==> src/rtl/h14tx_pll_ctrl.sv <==
// rtl/h14tx_pll_ctrl.sv - HDMI TX PLL power-up/recovery sequencer on the 70 MHz reference clock
// Optional lock-loss counter port enabled by defining H14TX_PLL_CTRL_LOSS_CNT_EN.
module h14tx_pll_ctrl #(
  parameter int RstCycles    = 64,
  parameter int LockTimeout  = 70000,
  parameter int StableCycles = 1024,
  parameter int MaxRetries   = 3,
  parameter int SyncStages   = 2,
  localparam int RetryW      = $clog2(MaxRetries + 1)
) (
  input  logic              ref_clk_70mhz,
  input  logic              rst,
  input  logic              enable,
  input  logic              pll_lock,
  output logic              pll_rst,
  output logic              tx_rst,
  output logic              ready,
  output logic              fault,
  output logic [RetryW-1:0] retry_cnt,
`ifdef H14TX_PLL_CTRL_LOSS_CNT_EN
  output logic [7:0]        lock_loss_cnt,
`endif
  output logic [2:0]        state
);

  localparam int CntMaxA = (RstCycles > LockTimeout) ? RstCycles : LockTimeout;
  localparam int CntMax  = (CntMaxA > StableCycles) ? CntMaxA : StableCycles;
  localparam int CntW    = (CntMax > 1) ? $clog2(CntMax) : 1;

  typedef enum logic [2:0] {
    S_IDLE      = 3'd0,
    S_RESET     = 3'd1,
    S_WAIT_LOCK = 3'd2,
    S_STABLE    = 3'd3,
    S_READY     = 3'd4,
    S_FAULT     = 3'd5
  } state_t;

  state_t                state_q, state_d;
  logic [SyncStages-1:0] sync_q;
  logic                  lock_s;
  logic [CntW-1:0]       cnt_q;
  logic [RetryW-1:0]     retry_q, retry_d, retry_inc;
  logic                  attempt_fail;
  logic                  loss_evt;

  assign lock_s    = sync_q[SyncStages-1];
  assign retry_cnt = retry_q;
  assign state     = state_q;

  always_comb begin
    state_d      = state_q;
    retry_d      = retry_q;
    retry_inc    = retry_q;
    attempt_fail = 1'b0;
    loss_evt     = 1'b0;
    if (!enable) begin
      state_d = S_IDLE;
      retry_d = '0;
    end else begin
      case (state_q)
        S_IDLE:  state_d = S_RESET;
        S_RESET: if (cnt_q == CntW'(RstCycles - 1)) state_d = S_WAIT_LOCK;
        // A lock arriving on the timeout cycle wins over the timeout.
        S_WAIT_LOCK: begin
          if (lock_s) state_d = S_STABLE;
          else if (cnt_q == CntW'(LockTimeout - 1)) attempt_fail = 1'b1;
        end
        S_STABLE: begin
          if (!lock_s) attempt_fail = 1'b1;
          else if (cnt_q == CntW'(StableCycles - 1)) state_d = S_READY;
        end
        // Runtime loss of lock starts a fresh session, so retries are forgiven.
        S_READY: begin
          if (!lock_s) begin
            state_d  = S_RESET;
            retry_d  = '0;
            loss_evt = 1'b1;
          end
        end
        S_FAULT: state_d = S_FAULT;
        default: state_d = S_IDLE;
      endcase
      if (attempt_fail) begin
        retry_inc = (retry_q == RetryW'(MaxRetries)) ? retry_q : retry_q + 1'b1;
        retry_d   = retry_inc;
        state_d   = (retry_inc == RetryW'(MaxRetries)) ? S_FAULT : S_RESET;
      end
    end
  end

  always_ff @(posedge ref_clk_70mhz) begin
    if (rst) begin
      sync_q  <= '0;
      state_q <= S_IDLE;
      cnt_q   <= '0;
      retry_q <= '0;
      pll_rst <= 1'b1;
      tx_rst  <= 1'b1;
      ready   <= 1'b0;
      fault   <= 1'b0;
    end else begin
      sync_q  <= {sync_q[SyncStages-2:0], pll_lock};
      state_q <= state_d;
      cnt_q   <= (state_d != state_q) ? '0 : cnt_q + 1'b1;
      retry_q <= retry_d;
      pll_rst <= (state_d == S_IDLE) || (state_d == S_RESET) || (state_d == S_FAULT);
      tx_rst  <= (state_d != S_READY);
      ready   <= (state_d == S_READY);
      fault   <= (state_d == S_FAULT);
    end
  end

`ifdef H14TX_PLL_CTRL_LOSS_CNT_EN
  always_ff @(posedge ref_clk_70mhz) begin
    if (rst) begin
      lock_loss_cnt <= '0;
    end else if (loss_evt && (lock_loss_cnt != 8'hff)) begin
      lock_loss_cnt <= lock_loss_cnt + 8'd1;
    end
  end
`else
  logic unused_loss;
  assign unused_loss = loss_evt;
`endif

endmodule

==> config.mk <==
export PLATFORM = sky130hd
export DESIGN_NAME = h14tx_pll_ctrl
export DESIGN_NICKNAME = d
export VERILOG_FILES = /design/src/rtl/h14tx_pll_ctrl.sv
export SDC_FILE = /design/constraint.sdc
export NUM_CORES = 1
export LEC_CHECK = 0
export ABC_AREA = 1
export BUFFER_PORTS_ARGS = -buffer_cell sky130_fd_sc_hd__buf_2
export CORE_ASPECT_RATIO = 0.5
export CORE_MARGIN = 2
export CORE_UTILIZATION = 55
export DETAILED_ROUTE_END_ITERATION = 8
export GPL_TIMING_DRIVEN = 1
export HOLD_SLACK_MARGIN = 0.03
export PLACE_DENSITY = 0.75
export SLEW_MARGIN = 20
export SYNTH_ARGS = -nofsm -noshare
export SYNTH_HDL_FRONTEND = slang
export SYNTH_SLANG_ARGS = --single-unit
==> constraint.sdc <==
create_clock -name ref_clk_70mhz -period 3.4 [get_ports ref_clk_70mhz]
set_input_delay 0.68 -clock ref_clk_70mhz [delete_from_list [all_inputs] [get_ports ref_clk_70mhz]]
set_output_delay 0.68 -clock ref_clk_70mhz [all_outputs]
set_load 0.05 [all_outputs]
==> flow_summary.toml, run 1 <==
[outcome]
status = "finished, final reports clean"

[worst_setup_path]
r2r_end = "cnt_q[16]$_SDFF_PP0_"
r2r_start = "cnt_q[0]$_SDFF_PP0_"
crit_buf_inv = 1
crit_path_frequent_cell = "nand2_1"
path_depth = 12
critPathMaxStageDelay_ns = 0.37
r2r_cells = 12
worstSetupEndpointType = "register"
crit_required_ns = 3.56
worstSetupStartpoint = "cnt_q[0]$_SDFF_PP0_"
worstSetupPathType = "reg -> reg"
critPathLaunchType = "register"
crit_path_cell_trace = "ha_1, nand3_1, nor3_1, nand3_1, nand2_1, nand4_1, nand2_1, nand2_1, nand2_1, inv_2, nand2_4, nor2_1"
reg2reg_slack_ns = 1.29
cp-endpoint = "cnt_q[16]$_SDFF_PP0_"
cp_top_family = "simple AND/OR/NAND/NOR gates"
slowest_stage = "dfxtp_1"
cp_max_fo = 17
arrival_ns = 2.28

[clocking]
postCtsHoldBufs = 0
postCtsResizedCells = 0
cts_root_buf = "clkbuf_8"
cts_max_level = 1
cts_buffers = 3
clock_sinks = 28
cts_setup_buffers = 0
insertion_delay_ns = 0.28
clk_pin_slew_worst_paths_ns = 0.10
clk_path_buf_depth = 2
cts_tree = "yes"

[routing]
antenna_left = 0
dr_total_vias = 1205
wire_per_inst_microns = 10.8
routed_wl_microns = 2610
first_iter_violations = 72
drt-pass1-iter-count = 4
via_per_inst = 4.98
drc_errors = 0

[synthesis]
synth.largest_area_cell = "dfxtp_1"
synth_nets = 196
ys_seq_area_share_pct = 38.8
ys_seq_elements = 28
ys.flop_type = "dfxtp_1"
synth.area.top_cells = "dfxtp_1 (39%), nand2_1 (9.3%), nor2_4 (8.6%), nor2_1 (8.0%), xor2_1 (6.7%)"
synth_cells = 191
yosysTopAreaCellShare_pct = 38.8
netlist_area_sq_um = 1450
ys_types = 27
syn_avg_cell_area_sq_um = 7.57
ys_async_sr_fraction_pct = 0
yosys_warnings = 0
synth_edf_count = 0

[die]
die_y_microns = 40.3
core.rowCount = 13
die_w_microns = 76.5
num_io_pins = 13
core_sq_um = 2550
fp.dieArea_sq_um = 3080
start_util_pct = 56.6

[sta]
hold_viol = 0
worst_pin_slew_ns = 0.398
fmax_mhz = 473
fin_crit_sh_pct = 62.2
setup_viol = 0
fin_worst_skew_ns = 0.00399
rsz0062_at_grt = "no"
hold_ws_ns = 0.410
fin_ws_ns = 1.29
maxSlewViolCount = 0
setup_tns_ns = 0
finalCriticalPeriod_ns = 2.11
relSlewSlack_pct = 73.3

[final_layout]
num_antenna_cells = 0
post-route-util_pct = 62.6
final_layout_size_suffix_gt1_share_pct = 18.5
nNetsFinal = 211
syn2layout_area_growth_pct = 10.6

[pwr]
switching_share_pct = 21.3
p_seq_share_pct = 52.8
ir_drop_v = 0.000205
p_int_mw = 0.499
cellPowerDensity_nw_per_um2 = 397
p_leak_nw = 0.637
p_sw_mw = 0.135
p_comb_share_pct = 5.6
clock_power_share_pct = 41.6

[grt]
grt-ovfl-total = 0
grt_pass1_vias = 901
antenna_found_initial = 0
grt_usage_pct = 17.5
grt_pass1_wl_microns = 4040
grt_max_degree = 18

[run]
maxCapViolCount = 0

[placed_design]
hpwlAfterDp_microns = 1920
preCtsSetupSlack_ns = 1.28
place_congestion = 0.915
numPortBuffers = 12

[worst_hold_path]
min_path_type = "reg -> reg"
## synth_stat cells (2+ instances only)
cell type and count:
inv_2 5, xnor2_1 3, nand2_1 36, nand2_2 2
nor2_1 31, inv_1 19, xor2_1 11, clkinv_1 2
nand3_1 16, nor3_1 7, nor2_4 11, dfxtp_1 28
nand4_1 6
## placed cells by master (no fill, tap or decap), types with 2 or more instances in the layout
cell      instances
xor2_1           11
nor2_4           11
nand2_1          36
inv_1            19
nand3_1          16
nand4_1           6
clkinv_1          2
clkbuf_8          3
buf_2            12
xnor2_1           3
nor3_1            7
nor2_1           31
dfxtp_1          28
inv_2             5
nand2_2           2
## state kept, by name, indices dropped and copies added, names as in the netlist
signal     cells
state          3
sync_q         2
cnt_q         17
fault          1
retry_cnt      2
tx_rst         1
ready          1
pll_rst        1
## worst register-to-register path, cell delays in order (launching register included)
cell and delay [ns]:
dfxtp_1 0.37, ha_1 0.24, nand3_1 0.11, nor3_1 0.26, nand3_1 0.11, nand2_1 0.08
nand4_1 0.13, nand2_1 0.15, nand2_1 0.06, nand2_1 0.07, inv_2 0.05, nand2_4 0.29
nor2_1 0.08
## cells by family after synthesis
group / after synthesis / synth area share (%)
AOI/OAI and AO/OA: 5 / 2.51
buffers and inverters: 28 / 8.48
xor gates and xnor gates: 14 / 8.48
DFF: 28 / 38.8
and+or+nand+nor: 115 / 40.9
adders and majority gates: 1 / 0.865
## cell type report
class / count / area (sq um)
timing repair buffer: 12 / 60.1
sequential: 28 / 561
inverter: 26 / 97.6
clock buffer: 3 / 41.3
fill: 234 / 955
multi-input combinational: 135 / 763
clock inverter: 1 / 30.0
tap: 37 / 46.3
## power groups by stage
stage               clock network (mW)  registers, mW  logic [mW]
CTS                              0.268          0.335      0.0360
global placement                     0          0.342      0.0352
finish                           0.264          0.335      0.0357
detailed placement                   0          0.342      0.0359
global route                     0.280          0.335      0.0393
floorplan                            0          0.344      0.0296
## routing by layer
layer | track usage [%] | part of all wire (%)
met1 | 23.3 | 51
met2 | 28.8 | 43
met3 | 4.73 | 5.1
met4 | 5.45 | 1.2
met5 | 0 | 0
## how the worst min path moves through the flow
stage	startpoint	slack (ns)	end	cells past startpoint
2_1_floorplan	sync_q[0]$_SDFF_PP0_	0.39	sync_q[1]$_SDFF_PP0_	2
3_3_place_gp	sync_q[0]$_SDFF_PP0_	0.39	sync_q[1]$_SDFF_PP0_	2
3_5_place_dp	sync_q[0]$_SDFF_PP0_	0.40	sync_q[1]$_SDFF_PP0_	2
4_1_cts	sync_q[0]$_SDFF_PP0_	0.41	sync_q[1]$_SDFF_PP0_	2
5_1_grt	sync_q[0]$_SDFF_PP0_	0.42	sync_q[1]$_SDFF_PP0_	2
6_report	sync_q[0]$_SDFF_PP0_	0.41	sync_q[1]$_SDFF_PP0_	2
## per-stage QoR
stage / instance area (sq um) / power, mW / std cells
finish: 1600 / 0.634 / 242
detailed placement: 1530 / 0.378 / 238
global placement: 1530 / 0.377 / 238
floorplan: 1450 / 0.374 / 191
CTS: 1600 / 0.639 / 242
global route: 1600 / 0.655 / 242
Note: power is estimated with default switching activity, not from simulation.
==> inputs of run 2 (changes only) <==
--- a/config.mk
+++ b/config.mk
@@ -5,9 +5,8 @@
 export SDC_FILE = /design/constraint.sdc
 export NUM_CORES = 1
 export LEC_CHECK = 0
-export ABC_AREA = 1
+export ABC_AREA = 0
 export BUFFER_PORTS_ARGS = -buffer_cell sky130_fd_sc_hd__buf_2
-export CORE_ASPECT_RATIO = 0.5
 export CORE_MARGIN = 2
 export CORE_UTILIZATION = 55
 export DETAILED_ROUTE_END_ITERATION = 8
==> constraint.sdc (replaced) <==
create_clock -name ref_clk_70mhz -period 1.98 [get_ports ref_clk_70mhz]
set_input_delay 0.396 -clock ref_clk_70mhz [delete_from_list [all_inputs] [get_ports ref_clk_70mhz]]
set_output_delay 0.396 -clock ref_clk_70mhz [all_outputs]
set_load 0.05 [all_outputs]
==> run 2 against run 1 <==
- the run now ends with setup timing left
- register-to-register slack got worse by 1.7 ns
- power increased by 48%
- critical path type unchanged
- largest power group unchanged
- largest cell class unchanged
- global-route usage rose by 10 points
- flip-flop and latch count stayed put
- via count increased by 17%
- routed wire length increased by 53%
- clock-buffer cell count stayed put
- critical endpoint is now cnt_q[7]$_SDFF_PP0_
==> flow_summary.toml, run 2 <==
[pwr]
p_leak_nw = 0.711
power_mw = 0.936
ir_drop_v = 0.000602
cellPowerDensity_nw_per_um2 = 476

[synthesis]
netlist_area_sq_um = 1400
ys.flop_type = "dfxtp_1"
ys_seq_elements = 28
yosys_warnings = 0
synth_top_family_by_area = "simple AND/OR/NAND/NOR gates"
synthMostInstantiatedCell = "dfxtp_1"
synth.largest_area_cell = "dfxtp_1"
syn_avg_cell_area_sq_um = 8.67
synthMuxAreaShare_pct = 0
synth_top_cells_by_count = "dfxtp_1 (28), nor4_1 (18), nand2_1 (16), nor2_1 (14), xnor2_1 (10)"
synth_cells = 161
yosysTopAreaCellShare_pct = 40.1
ys_async_sr_fraction_pct = 0
synth_edf_count = 0
synth-simple-area-share_pct = 35.0
synth_nets = 166
synth.area.top_cells = "dfxtp_1 (40%), nor4_1 (8.1%), xnor2_1 (6.3%), nand2_1 (4.3%), nor2_1 (3.8%)"
synth_compound_area_share_pct = 9.68
synth_xor_xnor_area_share_pct = 10.6
ys_types = 40
yosys.area_share.adder_pct = 0.896
ys_seq_area_share_pct = 40.1

[placed_design]
hpwlAfterDp_microns = 2570
numPortBuffers = 12
dpl_cell_area_sq_um = 1720
place_congestion = 0.961

[sta]
setup_tns_ns = -8.97
worst_pin_slew_ns = 0.529
finalCriticalPeriod_ns = 2.44
fin_ws_ns = -0.455
fin_crit_sh_pct = 123
rsz0062_at_grt = "yes"
relSlewSlack_pct = 64.7
maxSlewViolCount = 0
fmax_mhz = 411
setup_viol = 23
hold_viol = 0
fin_worst_skew_ns = 0.00331

[clocking]
postCtsHoldBufs = 0
clk_pin_slew_worst_paths_ns = 0.14
cts_root_buf = "clkbuf_4"
cts_buffers = 3
clock_sinks = 28
insertion_delay_ns = 0.34
cts_tree = "yes"
cts_max_level = 1
clk_path_buf_depth = 2

[grt]
grt_pass1_vias = 1281
grt-ovfl-total = 0
antenna_found_initial = 0
grt_usage_pct = 27.7
grt_pass1_wl_microns = 5800
grt_max_degree = 18

[die]
core_sq_um = 2430
fp.dieArea_sq_um = 2960
die_y_microns = 54.4
die_w_microns = 54.4
start_util_pct = 57.4
core.rowCount = 18
num_io_pins = 13

[final_layout]
post-route-util_pct = 80.9
seqCellArea_sq_um = 564
fillerInstances = 137
mostFrequentLayoutCell = "buf_4"
final_layout_size_suffix_gt1_share_pct = 38.9
largest_reg_flops = 17
final_cell_mix = "buf_4 (30), dfxtp_1 (25), nand2_1 (16), nor2_1 (13), buf_2 (12)"
syn2layout_area_growth_pct = 41.0
nNetsFinal = 210
final_area_sq_um = 1970
top_register = "cnt_q"
num_antenna_cells = 0
multiInputGateArea_sq_um = 978

[run]
maxCapViolCount = 0

[outcome]
status = "finished with violations"
failed_checks = "setup timing"

[routing]
drc_errors = 0
via_per_inst = 6.05
routed_wl_microns = 3990
drt-pass1-iter-count = 4
wire_per_inst_microns = 17.1
antenna_left = 0
dr_total_vias = 1409
first_iter_violations = 43

[worst_setup_path]
critPathLaunchType = "register"
crit_required_ns = 2.24
arrival_ns = 2.70
worstSetupEndpointType = "register"
cp_max_fo = 6
worstSetupPathType = "reg -> reg"

[worst_hold_path]
min_path_type = "in -> reg"
[run 2: what timing repair did]
item / CTS / global route
pin swaps: 3 / 7
endpoints found under the setup margin: 23 / 23
setup buffers: 3 / 2
endpoints found under the hold margin: 0 / 0
gates cloned: 0 / 1
resized for setup: 15 / 19
[run 2: cell type report]
class | instances | area share (%)
inverter | 3 | 0.572
sequential | 28 | 28.7
clock buffer | 3 | 1.14
multi-input combinational | 122 | 49.7
tap | 30 | 1.91
timing repair buffer | 47 | 18.0
[run 2: logic make-up (layout without fill, tap and decap cells)]
logic type               after synthesis  in the layout
adder cells (fa/ha/maj)                1              1
flip-flops                            28             28
buffers and inverters                 11             53
AND/OR/NAND/NOR                       88             88
XOR/XNOR                              16             16
AO/OA/AOI/OAI                         17             17
[run 2: per-stage QoR]
step / hold slack (ns) / setup WS (ns) / cells
2_1_floorplan: 0.414 / -0.309 / 161
5_1_grt: 0.275 / -0.555 / 233
4_1_cts: 0.274 / -0.356 / 231
3_5_place_dp: 0.426 / -0.670 / 226
6_report: 0.261 / -0.455 / 233
3_3_place_gp: 0.425 / -0.555 / 226
[run 2: power breakdown]
group / switching, mW / internal, mW
sequential: 0.00566 / 0.571
clock: 0.168 / 0.0718
combinational: 0.0738 / 0.0456
[run 2: worst paths after layout]
| check | startpoint | endpoint | cells past startpoint | slack (ns) |
|---|---|---|---|---|
| hold reg to reg | cnt_q[0]$_SDFF_PP0_ | cnt_q[0]$_SDFF_PP0_ | 1 | 0.44 |
| setup / recovery | cnt_q[13]$_SDFF_PP0_ | cnt_q[7]$_SDFF_PP0_ | 7 | -0.46 |
| hold / removal | pll_lock | sync_q[0]$_SDFF_PP0_ | 2 | 0.26 |
| setup reg to reg | cnt_q[13]$_SDFF_PP0_ | cnt_q[7]$_SDFF_PP0_ | 7 | -0.46 |
[run 2: worst max-delay path, cell delays in order (launching register included)]
cell       delay, ns
dfxtp_2         0.35
or3_4           0.39
or4b_4          0.53
o41ai_4         0.22
o2111ai_2       0.25
xnor2_4         0.23
buf_6           0.17
nor4_1          0.21
[run 2: routing by layer]
layer,wire (microns),vias up,track usage (%)
li1,-,667,-
met1,1720,692,34.5
met2,2030,39,47.6
met3,147,11,4.64
met4,89,0,10.0
met5,0,-,0
